**src/rtl/orb_arb_pkg.sv**
```systemverilog
// ---------------------------------------------------------------------------
// orb_arb_pkg
//   Shared widths, slot-FSM state type and a small helper for the orbital
//   frame RAM write arbiter (orb_wr_arbiter, orb_rr_picker).
//   ADDR_W : frame RAM address width
//   DATA_W : frame RAM word width
//   CNT_W  : per-requester write statistics counter width
// ---------------------------------------------------------------------------
package orb_arb_pkg;

    localparam int ADDR_W = 11;
    localparam int DATA_W = 12;
    localparam int CNT_W  = 16;

    typedef enum logic [1:0] {
        IDLE   = 2'd0,
        SETUP  = 2'd1,
        STROBE = 2'd2,
        HOLD   = 2'd3
    } arb_state_e;

    // Largest of three phase lengths; sizes the shared slot down-counter.
    function automatic int max3(input int a, input int b, input int c);
        int m;
        m = a;
        if (b > m) m = b;
        if (c > m) m = c;
        return m;
    endfunction

endpackage

```
**src/rtl/orb_rr_picker.sv**
```systemverilog
// ---------------------------------------------------------------------------
// orb_rr_picker
//   Combinational round-robin picker: the winner is the first asserted
//   request found scanning upward from the pointer, wrapping modulo NREQ.
//   req        in  NREQ   request levels
//   ptr        in  PTR_W  scan start index (0..NREQ-1)
//   win_onehot out NREQ   one-hot winner (0 when no request)
//   win_idx    out PTR_W  winner index (0 when no request)
//   win_valid  out 1      at least one request asserted
// ---------------------------------------------------------------------------
module orb_rr_picker #(
    parameter int NREQ  = 3,
    parameter int PTR_W = 2
) (
    input  logic [NREQ-1:0]  req,
    input  logic [PTR_W-1:0] ptr,
    output logic [NREQ-1:0]  win_onehot,
    output logic [PTR_W-1:0] win_idx,
    output logic             win_valid
);

    int               cand;
    logic [PTR_W-1:0] cand_idx;

    always_comb begin
        win_onehot = '0;
        win_idx    = '0;
        win_valid  = 1'b0;
        cand       = 0;
        cand_idx   = '0;
        for (int i = 0; i < NREQ; i++) begin
            // Wrap by subtraction; ptr is always < NREQ so one step suffices.
            cand = int'(ptr) + i;
            if (cand >= NREQ) cand = cand - NREQ;
            cand_idx = PTR_W'(cand);
            if (!win_valid && req[cand_idx]) begin
                win_valid            = 1'b1;
                win_idx              = cand_idx;
                win_onehot[cand_idx] = 1'b1;
            end
        end
    end

endmodule

```
**src/rtl/orb_wr_arbiter.sv**
```systemverilog
// ---------------------------------------------------------------------------
// orb_wr_arbiter
//   Shares the frame RAM write port between NREQ word producers. In IDLE a
//   round-robin winner is granted and its addr/word latched; a fixed slot of
//   SETUP_CYC + WE_CYC + HOLD_CYC cycles then drives the RAM, and the winner
//   gets a one-cycle ack in the last HOLD cycle.
//   clk       in   system clock (rising edge)
//   rst       in   asynchronous reset, active low
//   req       in   NREQ level requests
//   addr_bus  in   requester i address at [i*11 +: 11]
//   word_bus  in   requester i word at [i*12 +: 12]
//   ack       out  one-cycle slot-complete pulse per requester
//   grant     out  one-hot slot owner, 0 in IDLE
//   busy      out  high from SETUP through HOLD
//   WE        out  RAM write enable
//   WrAddr    out  RAM write address (held until next grant)
//   orbWord   out  RAM write data (held until next grant)
//   Optional (macro ORB_ARB_STATS_EN):
//   clr_stats in   synchronous clear of all write counters (beats increment)
//   wr_cnt    out  16-bit write count per requester at [i*16 +: 16]
// ---------------------------------------------------------------------------
module orb_wr_arbiter
    import orb_arb_pkg::*;
#(
    parameter int NREQ      = 3,
    parameter int SETUP_CYC = 13,
    parameter int WE_CYC    = 3,
    parameter int HOLD_CYC  = 15
) (
    input  logic                   clk,
    input  logic                   rst,
    input  logic [NREQ-1:0]        req,
    input  logic [NREQ*ADDR_W-1:0] addr_bus,
    input  logic [NREQ*DATA_W-1:0] word_bus,
`ifdef ORB_ARB_STATS_EN
    input  logic                   clr_stats,
    output logic [NREQ*CNT_W-1:0]  wr_cnt,
`endif
    output logic [NREQ-1:0]        ack,
    output logic [NREQ-1:0]        grant,
    output logic                   busy,
    output logic                   WE,
    output logic [ADDR_W-1:0]      WrAddr,
    output logic [DATA_W-1:0]      orbWord
);

    localparam int PTR_W  = (NREQ > 1) ? $clog2(NREQ) : 1;
    localparam int SLOT_W = $clog2(max3(SETUP_CYC, WE_CYC, HOLD_CYC) + 1);

    // Each phase counts down to zero, so the load value is length-1.
    localparam logic [SLOT_W-1:0] SETUP_LOAD = SLOT_W'(SETUP_CYC - 1);
    localparam logic [SLOT_W-1:0] WE_LOAD    = SLOT_W'(WE_CYC - 1);
    localparam logic [SLOT_W-1:0] HOLD_LOAD  = SLOT_W'(HOLD_CYC - 1);

    arb_state_e        state_q, state_d;
    logic [SLOT_W-1:0] cnt_q, cnt_d;
    logic [NREQ-1:0]   grant_q, grant_d;
    logic [PTR_W-1:0]  ptr_q, ptr_d;
    logic [ADDR_W-1:0] wr_addr_q, wr_addr_d;
    logic [DATA_W-1:0] orb_word_q, orb_word_d;

    logic [NREQ-1:0]   win_onehot;
    logic [PTR_W-1:0]  win_idx;
    logic              win_valid;

    logic [ADDR_W-1:0] addr_arr [NREQ];
    logic [DATA_W-1:0] word_arr [NREQ];

    genvar gi;
    generate
        for (gi = 0; gi < NREQ; gi++) begin : g_unpack
            assign addr_arr[gi] = addr_bus[gi*ADDR_W +: ADDR_W];
            assign word_arr[gi] = word_bus[gi*DATA_W +: DATA_W];
        end
    endgenerate

    orb_rr_picker #(
        .NREQ  (NREQ),
        .PTR_W (PTR_W)
    ) u_picker (
        .req        (req),
        .ptr        (ptr_q),
        .win_onehot (win_onehot),
        .win_idx    (win_idx),
        .win_valid  (win_valid)
    );

    always_comb begin
        state_d    = state_q;
        cnt_d      = cnt_q;
        grant_d    = grant_q;
        ptr_d      = ptr_q;
        wr_addr_d  = wr_addr_q;
        orb_word_d = orb_word_q;
        case (state_q)
            IDLE: begin
                if (win_valid) begin
                    state_d    = SETUP;
                    cnt_d      = SETUP_LOAD;
                    grant_d    = win_onehot;
                    wr_addr_d  = addr_arr[win_idx];
                    orb_word_d = word_arr[win_idx];
                    ptr_d      = (win_idx == PTR_W'(NREQ - 1)) ? '0 : win_idx + PTR_W'(1);
                end
            end
            SETUP: begin
                if (cnt_q == '0) begin
                    state_d = STROBE;
                    cnt_d   = WE_LOAD;
                end else begin
                    cnt_d = cnt_q - SLOT_W'(1);
                end
            end
            STROBE: begin
                if (cnt_q == '0) begin
                    state_d = HOLD;
                    cnt_d   = HOLD_LOAD;
                end else begin
                    cnt_d = cnt_q - SLOT_W'(1);
                end
            end
            HOLD: begin
                if (cnt_q == '0) begin
                    state_d = IDLE;
                    grant_d = '0;
                end else begin
                    cnt_d = cnt_q - SLOT_W'(1);
                end
            end
            default: begin
                state_d = IDLE;
                grant_d = '0;
            end
        endcase
    end

    always_ff @(posedge clk or negedge rst) begin
        if (!rst) begin
            state_q    <= IDLE;
            cnt_q      <= '0;
            grant_q    <= '0;
            ptr_q      <= '0;
            wr_addr_q  <= '0;
            orb_word_q <= '0;
        end else begin
            state_q    <= state_d;
            cnt_q      <= cnt_d;
            grant_q    <= grant_d;
            ptr_q      <= ptr_d;
            wr_addr_q  <= wr_addr_d;
            orb_word_q <= orb_word_d;
        end
    end

    // Outputs decode straight from the state flop so that WE falls the
    // instant reset is asserted, not at the next clock.
    assign WE      = (state_q == STROBE);
    assign busy    = (state_q != IDLE);
    assign grant   = grant_q;
    assign ack     = (state_q == HOLD && cnt_q == '0) ? grant_q : '0;
    assign WrAddr  = wr_addr_q;
    assign orbWord = orb_word_q;

`ifdef ORB_ARB_STATS_EN
    generate
        for (gi = 0; gi < NREQ; gi++) begin : g_stats
            logic [CNT_W-1:0] cnt_stat_q, cnt_stat_d;

            always_comb begin
                cnt_stat_d = cnt_stat_q;
                if (clr_stats) begin
                    cnt_stat_d = '0;
                end else if (ack[gi]) begin
                    cnt_stat_d = cnt_stat_q + CNT_W'(1);
                end
            end

            always_ff @(posedge clk or negedge rst) begin
                if (!rst) begin
                    cnt_stat_q <= '0;
                end else begin
                    cnt_stat_q <= cnt_stat_d;
                end
            end

            assign wr_cnt[gi*CNT_W +: CNT_W] = cnt_stat_q;
        end
    endgenerate
`endif

endmodule

```
**config.mk**
```make
export PLATFORM = sky130hd
export DESIGN_NAME = orb_wr_arbiter
export DESIGN_NICKNAME = d
export VERILOG_FILES = /design/src/rtl/orb_arb_pkg.sv /design/src/rtl/orb_rr_picker.sv /design/src/rtl/orb_wr_arbiter.sv
export SDC_FILE = /design/constraint.sdc
export NUM_CORES = 1
export LEC_CHECK = 0
export CAP_MARGIN = 30
export CELL_PAD_IN_SITES_DETAIL_PLACEMENT = 1
export CELL_PAD_IN_SITES_GLOBAL_PLACEMENT = 1
export CORE_ASPECT_RATIO = 0.75
export CORE_MARGIN = 3
export CORE_UTILIZATION = 35
export DETAILED_ROUTE_END_ITERATION = 10
export HOLD_SLACK_MARGIN = 0.06
export PLACE_DENSITY_LB_ADDON = 0.1
export SETUP_SLACK_MARGIN = 0.3
export SLEW_MARGIN = 20
export SYNTH_ARGS = -nofsm -noshare
export SYNTH_HDL_FRONTEND = slang
export SYNTH_SLANG_ARGS = --single-unit
export TNS_END_PERCENT = 50
```
**constraint.sdc**
```tcl
create_clock -name clk -period 4.4 [get_ports clk]
set_clock_uncertainty 0.1 [all_clocks]
set_input_delay 0.88 -clock clk [delete_from_list [all_inputs] [get_ports clk]]
set_output_delay 0.88 -clock clk [all_outputs]
set_load 0.005 [all_outputs]
```
==> results of run 1 <==
[cell usage in the layout, fill, tap and decap left out, drive strengths merged, types with 3 or more instances in the layout]
| cell type | synthesis | layout |
|---|---|---|
| o21ai | 5 | 5 |
| and3 | 3 | 3 |
| nor4 | 23 | 23 |
| inv | 14 | 14 |
| clkdlybuf4s50 | 0 | 103 |
| o31ai | 3 | 3 |
| a211oi | 24 | 24 |
| nor2 | 30 | 30 |
| a21oi | 6 | 6 |
| dfrtp | 34 | 34 |
| a21o | 3 | 3 |
| mux2i | 27 | 27 |
| buf | 16 | 6 |
| nand2b | 3 | 3 |
| mux2 | 3 | 3 |
| nor3 | 4 | 4 |
| a22o | 3 | 3 |
| nand2 | 9 | 9 |
| clkbuf | 2 | 6 |
| ha | 10 | 10 |
| o21a | 3 | 3 |
[stage by stage]
| stage | instance area [µm²] | instances | hold slack (ns) | util, % | power [µW] |
|---|---|---|---|---|---|
| 6_report | 3755 | 452 | 0.4304 | 53.94 | 2853 |
| 5_1_grt | 3755 | 452 | 0.4758 | 53.94 | 3084 |
| 4_1_cts | 3755 | 452 | 0.4351 | 53.94 | 2884 |
| 3_5_place_dp | 3612 | 444 | 0.4170 | 51.89 | 2507 |
| 3_3_place_gp | 3612 | 444 | 0.4099 | 51.89 | 2458 |
| 2_1_floorplan | 2561 | 255 | 0.3851 | - | 1928 |
[worst max-delay path, cell delays in order, from the launching register on]
cell and delay (ns):
dfrtp_1 0.42, inv_1 0.07, ha_1 0.20, inv_1 0.07, nor3_1 0.40, and3_1 0.22
clkdlybuf4s50_1 0.51
[report_power, final]
group	leakage [µW]	internal, µW	switching, µW
Combinational	0.00105	871	1030
Sequential	0.000394	480	106
Clock	0.0000714	242	129
[layout make-up]
type	count	area [µm²]
multi-input combinational	189	1513
clock inverter	2	60.06
tap	98	122.6
sequential	34	850.8
inverter	14	52.55
clock buffer	6	82.58
fill	822	3207
timing repair buffer	109	1074
[Yosys cell counts (all sizes together) (3+ instances only)]
| library cell | n |
|---|---|
| a21o | 3 |
| buf | 16 |
| ha | 10 |
| a22o | 3 |
| a21oi | 6 |
| o21ai | 5 |
| mux2i | 27 |
| o31ai | 3 |
| inv | 14 |
| mux2 | 3 |
| dfrtp | 34 |
| nor3 | 4 |
| and3 | 3 |
| o21a | 3 |
| nor2 | 30 |
| a211oi | 24 |
| nand2 | 9 |
| nand2b | 3 |
| nor4 | 23 |
[registers in the layout, summed over array words and instances, names as in the netlist]
register  count
WrAddr       11
state_q       2
cnt_q         4
orbWord      12
grant         3
ptr_q         2
[layer usage]
metal	GRT usage [%]	part of all wire, %	vias to the layer above
li1	-	-	1156
met1	26.36	47	1183
met2	32.39	46	70
met3	5.221	5.9	8
met4	4.718	0.92	0
met5	0	0	-
[final timing paths]
check                          from  cells after the start          end
max reg2reg                ptr_q[1]                      8  orbWord[10]
max in group asynchronous       rst                      1     ptr_q[0]
min reg2reg                grant[0]                      2     grant[0]
max                        cnt_q[0]                      6       ack[1]
min                        grant[0]                      2     grant[0]
min in group asynchronous       rst                      1     cnt_q[3]
[cell families (layout without fill, tap and decap cells)]
kind of cell    Yosys count  in the layout
compound gates           67             67
fa+ha+maj                10             10
flops                    34             34
mux                      30             30
buf+inv                  32            131
simple gates             81             81
xor+xnor                  1              1
==> impl_metrics.tcl, run 1 <==
set metrics [dict create \
    pre_cts_ws_ns 1.061 \
    critPathRequiredTime_ns 3.42 \
    cts_tree "yes" \
    fp-row-count 26 \
    coreArea_um2 6962 \
    synth_edf_count 0 \
    crit_type "reg2out" \
    finalMaxSlewViolations 0 \
    p_leak_uw 0.001519 \
    wl_per_cell_um 18.24 \
    clk_pin_slew_ns 0.08 \
    maxCapViolCount 0 \
    chipWidth_um 104.8 \
    hold_viol_final 0 \
    r2r_slack_ns 1.43 \
    synth-adder-area-share_pct 4.885 \
    htree_levels 2 \
    tns_ns 0 \
    synthesis.instances 255 \
    power.density_nw_per_um2 759.7 \
    yosysUniqueCellTypes 55 \
    diodes 0 \
    syn_nets 339 \
    die_area_um2 8391 \
    synth-async-reset-ratio_pct 100.0 \
    cts_made_buffers 5 \
    insertion_delay_ns 0.30 \
    ys_ff_latch 34 \
    grt_overflow 0 \
    antenna_found_initial 0 \
    initial_utilization_pct 36.79 \
    worstPathArrival_ns 2.18 \
    area_growth_pct 46.60 \
    drive_above_1_share_pct 12.15 \
    yosys.area_share.simple_pct 16.17 \
    period_needed_ns 3.162 \
    numPortBuffers 104 \
    root_buffer "clkbuf_8" \
    dp_hpwl_um 6016 \
    drt_wl_total_um 8246 \
    cp-start-kind "flop" \
    drc 0 \
    io_pins 105 \
    synth_top_family_by_area "compound AO/OA/AOI/OAI gates" \
    synthMuxAreaShare_pct 12.36 \
    nets 437 \
    grt_pass1_vias 2537 \
    numClockSinks 34 \
    fin_ws_ns 1.238 \
    period_share_pct 71.86 \
    cts_resized 0 \
    path_max_fanout 5 \
    syn_area_per_cell_um2 10.04 \
    end_kind "primary output" \
    ys_warn_count 0 \
    synth_seq_area_share_pct 33.22 \
    synth.largest_area_cell "dfrtp_1" \
    place.gp.congestion 0.8149 \
    synth_area_um2 2561 \
    dieHeight_um 80.09 \
    worst_pin_slew_ns 0.8338 \
    yosysTopAreaCellShare_pct 33.22 \
    synth-xor-area-share_pct 0.3420 \
    first_pass_iters 4 \
    synth-compound-area-share_pct 25.31 \
    grt_max_degree 35 \
    ir_drop_v 0.0003769 \
    postCtsHoldBufs 0 \
    vias_per_cell 5.347 \
    synth-main-ff-cell "dfrtp_1" \
    grt.total_usage_pct 19.84 \
    relSlewSlack_pct 44.41 \
    hp-class "reg2reg" \
    vias 2417 \
    cts_buffer_depth 2 \
    timing.fmax_mhz 316.3 \
    drt_iter0_drc 89 \
    cts_setup_buffers 0 \
    ant_nets 0 \
    yosys-top-cells-area "dfrtp_1 (33%), mux2i_1 (10%), nor4_1 (5.6%)" \
    grt_pass1_wl_um 13290 \
    status "complete, no violations" \
    rsz0062_at_grt "false" \
    finalSetupViolCount 0 \
]
Note: power is estimated with default switching activity, not from simulation.
==> inputs of run 2 (changes only) <==
- CORE_UTILIZATION: 35 -> 29
- clock period: 4.4 -> 2.81 ns (I/O delays scaled with it)
==> run 2 against run 1 <==
Compared with the run above: cell count is 6.6% higher; via count is 2.1% higher; sequential power is 60% higher; total power is 74% higher; setup slack worse by 0.88 ns; sequential share of layout area is 2.0 points lower; clock power is 42% higher; hold slack worse by 0.16 ns; critical path depth stayed put; flip-flop and latch count stayed put; cell area is 9.7% higher; non-clock buffer count is 21 higher; critical path type unchanged; critical endpoint is now ack[2]; highest routed layer unchanged.
==> impl_metrics.tcl, run 2 (synthesized netlist as in run 1, its figures left out) <==
set metrics [dict create \
    numPortBuffers 104 \
    pre_cts_ws_ns 0.006330 \
    p_leak_uw 0.001709 \
    maxCapViolCount 0 \
    root_buffer "clkbuf_16" \
    cp-start-kind "flop" \
    dieHeight_um 87.39 \
    nets 458 \
    vias_per_cell 5.118 \
    clk_pin_slew_ns 0.06 \
    path_max_fanout 4 \
    io_pins 105 \
    grt_pass1_vias 2610 \
    antenna_found_initial 0 \
    layoutNonFillerInstCount 482 \
    die_area_um2 10010 \
    wl_per_cell_um 17.86 \
    placed_cells 468 \
    drc 0 \
    crit_end "ack[2]" \
    critPathRequiredTime_ns 2.15 \
    place.gp.congestion 0.8405 \
    slowest_delay_ns 0.50 \
    relSlewSlack_pct 45.06 \
    hp-class "in2async" \
    largest_reg_flops 12 \
    r2r_cells 8 \
    status "complete, no violations" \
    final_common_cell "clkdlybuf4s50_1" \
    diodes 0 \
    cp_num_buf_inv 3 \
    htree_levels 2 \
    end_kind "primary output" \
    fin_ws_ns 0.3557 \
    rsz0062_at_grt "true" \
    period_needed_ns 2.454 \
    grt_max_degree 35 \
    drive_above_1_share_pct 21.39 \
    whs_ns 0.2714 \
    drt_wl_total_um 8607 \
    cts_buffer_depth 2 \
    worst_pin_slew_ns 0.8241 \
    ant_nets 0 \
    power.density_nw_per_um2 1206 \
    grt_pass1_wl_um 13520 \
    area_growth_pct 60.77 \
    numClockSinks 34 \
    initial_utilization_pct 30.04 \
    fp-row-count 29 \
    cts_tree "yes" \
    vias 2467 \
    fillers 940 \
    cp_common_cell "inv_1" \
    finalMaxSlewViolations 0 \
    worstPathArrival_ns 1.79 \
    ir_drop_v 0.0005063 \
    coreArea_um2 8527 \
    finalSetupViolCount 0 \
    slowest_stage "clkdlybuf4s50_1" \
    r2r_start "ptr_q[0]" \
    r2r_slack_ns 0.38 \
    crit_start "cnt_q[1]" \
    chipWidth_um 114.5 \
    crit_chain "inv_1 > ha_4 > inv_1 > nor3_4 > and3_1 > clkdlybuf4s50_1" \
    tns_ns 0 \
    first_pass_iters 4 \
    grt_overflow 0 \
    final_cell_mix "clkdlybuf4s50_1 (99), dfrtp_1 (33), nor2_1 (30)" \
    insertion_delay_ns 0.27 \
    dp_hpwl_um 6328 \
    cts_made_buffers 5 \
    drt_iter0_drc 126 \
    grt.total_usage_pct 17.07 \
    cp.depth 6 \
    crit_type "reg2out" \
    timing.fmax_mhz 407.4 \
    period_share_pct 87.34 \
    hold_viol_final 0 \
    reg2reg_to "grant[1]" \
    cp_top_family "buffers and inverters" \
]
==> run 2: where the power goes <==
| group | internal (µW) | switching [µW] |
|---|---|---|
| Combinational | 1740 | 1760 |
| Sequential | 754 | 182 |
| Clock | 320 | 208 |
==> run 2: final cells by class <==
class,instances,area [µm²],share of cell area [%]
flip-flops and latches,34,852.1,20.69
clock inverters,2,10.01,0.2431
multi-input cells,189,1635,39.71
clock buffers,5,125.1,3.039
repair buffers,130,1308,31.75
well taps,108,135.1,3.282
inverters,14,52.55,1.276
==> run 2: routing by layer <==
metal  share of wire (%)  GRT usage (%)  vias up
met5                   0              0        -
met4                0.21          1.942        0
met3                 5.8          5.069        2
met2                  45          26.94       59
met1                  49          23.82     1207
li1                    -              -     1199
==> run 2: worst min-delay path by stage <==
stage | depth (start not counted) | from | end
2_1_floorplan | 0 | rst | WrAddr[0]
3_3_place_gp | 2 | grant[1] | grant[1]
3_5_place_dp | 2 | grant[0] | grant[0]
4_1_cts | 1 | rst | orbWord[1]
5_1_grt | 1 | rst | orbWord[1]
6_report | 1 | rst | orbWord[1]
==> run 2: timing repair <==
action / in CTS / in global routing
resized for setup: 9 / 21
endpoints found under the setup margin: 30 / 31
pin swaps: 3 / 6
setup buffers: 4 / 3
hold buffers: 0 / 0
==> run 2: per-stage QoR <==
step | total power, µW | util [%] | area, µm²
3_3_place_gp | 4160 | 44.48 | 3792
6_report | 4967 | 48.29 | 4118
2_1_floorplan | 3019 | - | 2561
5_1_grt | 5358 | 48.29 | 4118
3_5_place_dp | 4192 | 44.48 | 3792
4_1_cts | 4850 | 46.88 | 3998
==> run 2: worst reg2reg max path: stages (launching register included) <==
cell	delay [ns]
dfrtp_2	0.44
inv_2	0.09
ha_4	0.23
buf_4	0.18
or3b_2	0.44
a21o_1	0.19
o221ai_2	0.24
a21boi_2	0.10
o41ai_2	0.31
==> inputs of run 3 (changes only) <==
- ABC_CLOCK_PERIOD_IN_PS: unset -> 2810
- CORE_UTILIZATION: 29 -> 43
- DONT_BUFFER_PORTS: unset -> 1
==> run 3 against run 2 <==
Compared with the run above: setup slack gained 0.023 ns; total power decreased by 13%; first-iteration DRC count down 34%; highest routed layer unchanged; register-to-register slack barely moved; critical path type is now reg2reg; clock power is 27% lower; die area is 31% lower; maximum frequency up 0.93%; non-clock buffer count down 107; cell area is 28% lower; global-route usage grew 3.2 points; flip-flop and latch count unchanged; largest cell class unchanged.
==> impl_metrics.tcl, run 3 (synthesized netlist as in run 1, its figures left out) <==
set metrics [dict create \
    status "complete, no violations" \
    coreArea_um2 5554 \
    place.gp.congestion 0.8079 \
    ant_nets 0 \
    drt_iter0_drc 83 \
    hp-class "in2reg" \
    slowest_stage "or3_1" \
    layoutNonFillerInstCount 343 \
    insertion_delay_ns 0.29 \
    drt_wl_total_um 7259 \
    critPathRequiredTime_ns 2.90 \
    numPortBuffers 0 \
    largest_reg_flops 12 \
    power.density_nw_per_um2 1453 \
    dpl-instance-area_um2 2635 \
    grt_pass1_wl_um 10830 \
    chipWidth_um 95.12 \
    end_kind "flop" \
    finalSetupViolCount 0 \
    drive_above_1_share_pct 27.24 \
    wl_per_cell_um 21.16 \
    area_growth_pct 15.83 \
    fp-row-count 23 \
    dieHeight_um 72.84 \
    die_area_um2 6928 \
    vias 2111 \
    clk_pin_slew_ns 0.08 \
    cp-start-kind "flop" \
    root_buffer "clkbuf_8" \
    vias_per_cell 6.155 \
    final_cell_mix "dfrtp_1 (34), nor2_1 (30), mux2i_1 (22)" \
    relSlewSlack_pct 63.99 \
    grt.total_usage_pct 20.25 \
    final_design_area_no_fill_um2 2967 \
    antenna_found_initial 0 \
    grt_max_degree 35 \
    worst_pin_slew_ns 0.5332 \
    worstPathArrival_ns 2.52 \
    slowest_delay_ns 0.43 \
    period_share_pct 86.53 \
    dp_hpwl_um 5035 \
    grt_overflow 0 \
    cts_made_buffers 5 \
    tns_ns 0 \
    initial_utilization_pct 46.11 \
    hold_viol_final 0 \
    period_needed_ns 2.432 \
    cts_buffer_depth 2 \
    crit_type "reg2reg" \
    maxCapViolCount 0 \
    p_leak_uw 0.001211 \
    finalMaxSlewViolations 0 \
    htree_levels 2 \
    final_common_cell "dfrtp_1" \
    ir_drop_v 0.0007404 \
    placed_cells 322 \
    first_pass_iters 4 \
    cts_tree "yes" \
    numClockSinks 34 \
    grt_pass1_vias 2089 \
    diodes 0 \
    path_max_fanout 12 \
    timing.fmax_mhz 411.2 \
    drc 0 \
    rsz0062_at_grt "false" \
    io_pins 105 \
    nets 351 \
    crit_chain "inv_1 > ha_4 > buf_4 > or3_1 > a21o_4 > buf_12 > mux2i_2 > a211oi_1" \
]
run 3: cell types whose count changed in the layout (fill, tap and decap cells not counted), sizes merged:
cell / delta
clkdlybuf4s50: -99
buf: -6
dlymetal6s2s: -4
clkbuf: +2
clkinv: -1
clkinvlp: +1
dlygate4sd3: +1
run 3: layout make-up:
| type | count | area, µm² |
|---|---|---|
| clock inverters | 2 | 12.51 |
| well taps | 75 | 93.84 |
| multi-input cells | 189 | 1615 |
| repair buffers | 23 | 259.0 |
| fillers | 606 | 2587 |
| flip-flops and latches | 34 | 850.8 |
| clock buffers | 6 | 82.58 |
| inverters | 14 | 52.55 |
run 3: timing repair:
action | CTS | global route
pin swaps | 1 | 4
hold endpoints to repair | 34 | 0
setup endpoints to repair | 29 | 29
gates cloned | 0 | 1
hold buffers | 2 | 0
setup buffers | 1 | 9
gates resized for setup | 5 | 14
run 3: path summary, 6_finish.rpt:
kind                                    from          end  slack [ns]  cells after the start
worst max-delay path                ptr_q[0]   orbWord[9]        0.38                      8
worst min-delay path            word_bus[22]  orbWord[10]        0.41                      2
worst max register to register      ptr_q[0]   orbWord[9]        0.38                      8
worst min register to register      grant[0]     grant[0]        0.45                      2
max in group asynchronous                rst   orbWord[7]        1.79                      2
min in group asynchronous                rst  orbWord[11]        0.62                      2
run 3: critical path: cells and delay by family (launching register included):
family          cells  cell delay [ns]
simple gates        1             0.43
fa+ha+maj           1             0.25
compound gates      2             0.52
mux                 1             0.16
flops               1             0.42
buf+inv             3             0.47
run 3: where the power goes:
group	total (µW)	switching (µW)	internal (µW)
combinational	2960	1630	1330
sequential	969	217	752
clock	384	187	197
total	4310	2030	2280
run 3: metrics by stage:
stage          hold WS, ns  util [%]  worst slack [ns]  total power (µW)
3_3_place_gp        0.1671     47.44            0.3152              3515
2_1_floorplan       0.1664         -            0.4974              3019
6_report            0.4081     53.41            0.3784              4312
4_1_cts             0.3984     50.26            0.3126              4020
3_5_place_dp        0.1675     47.44            0.1796              3550
5_1_grt             0.4087     53.41            0.3018              4657
run 3: layer usage:
metal / share of wire (%) / up-vias / wire [µm] / track usage (%)
met5: 0 / - / 0 / 0
met4: 0.70 / 0 / 51 / 4.000
met3: 7.6 / 4 / 551 / 6.907
met2: 47 / 65 / 3394 / 31.50
met1: 45 / 1054 / 3262 / 27.58
li1: - / 988 / - / -
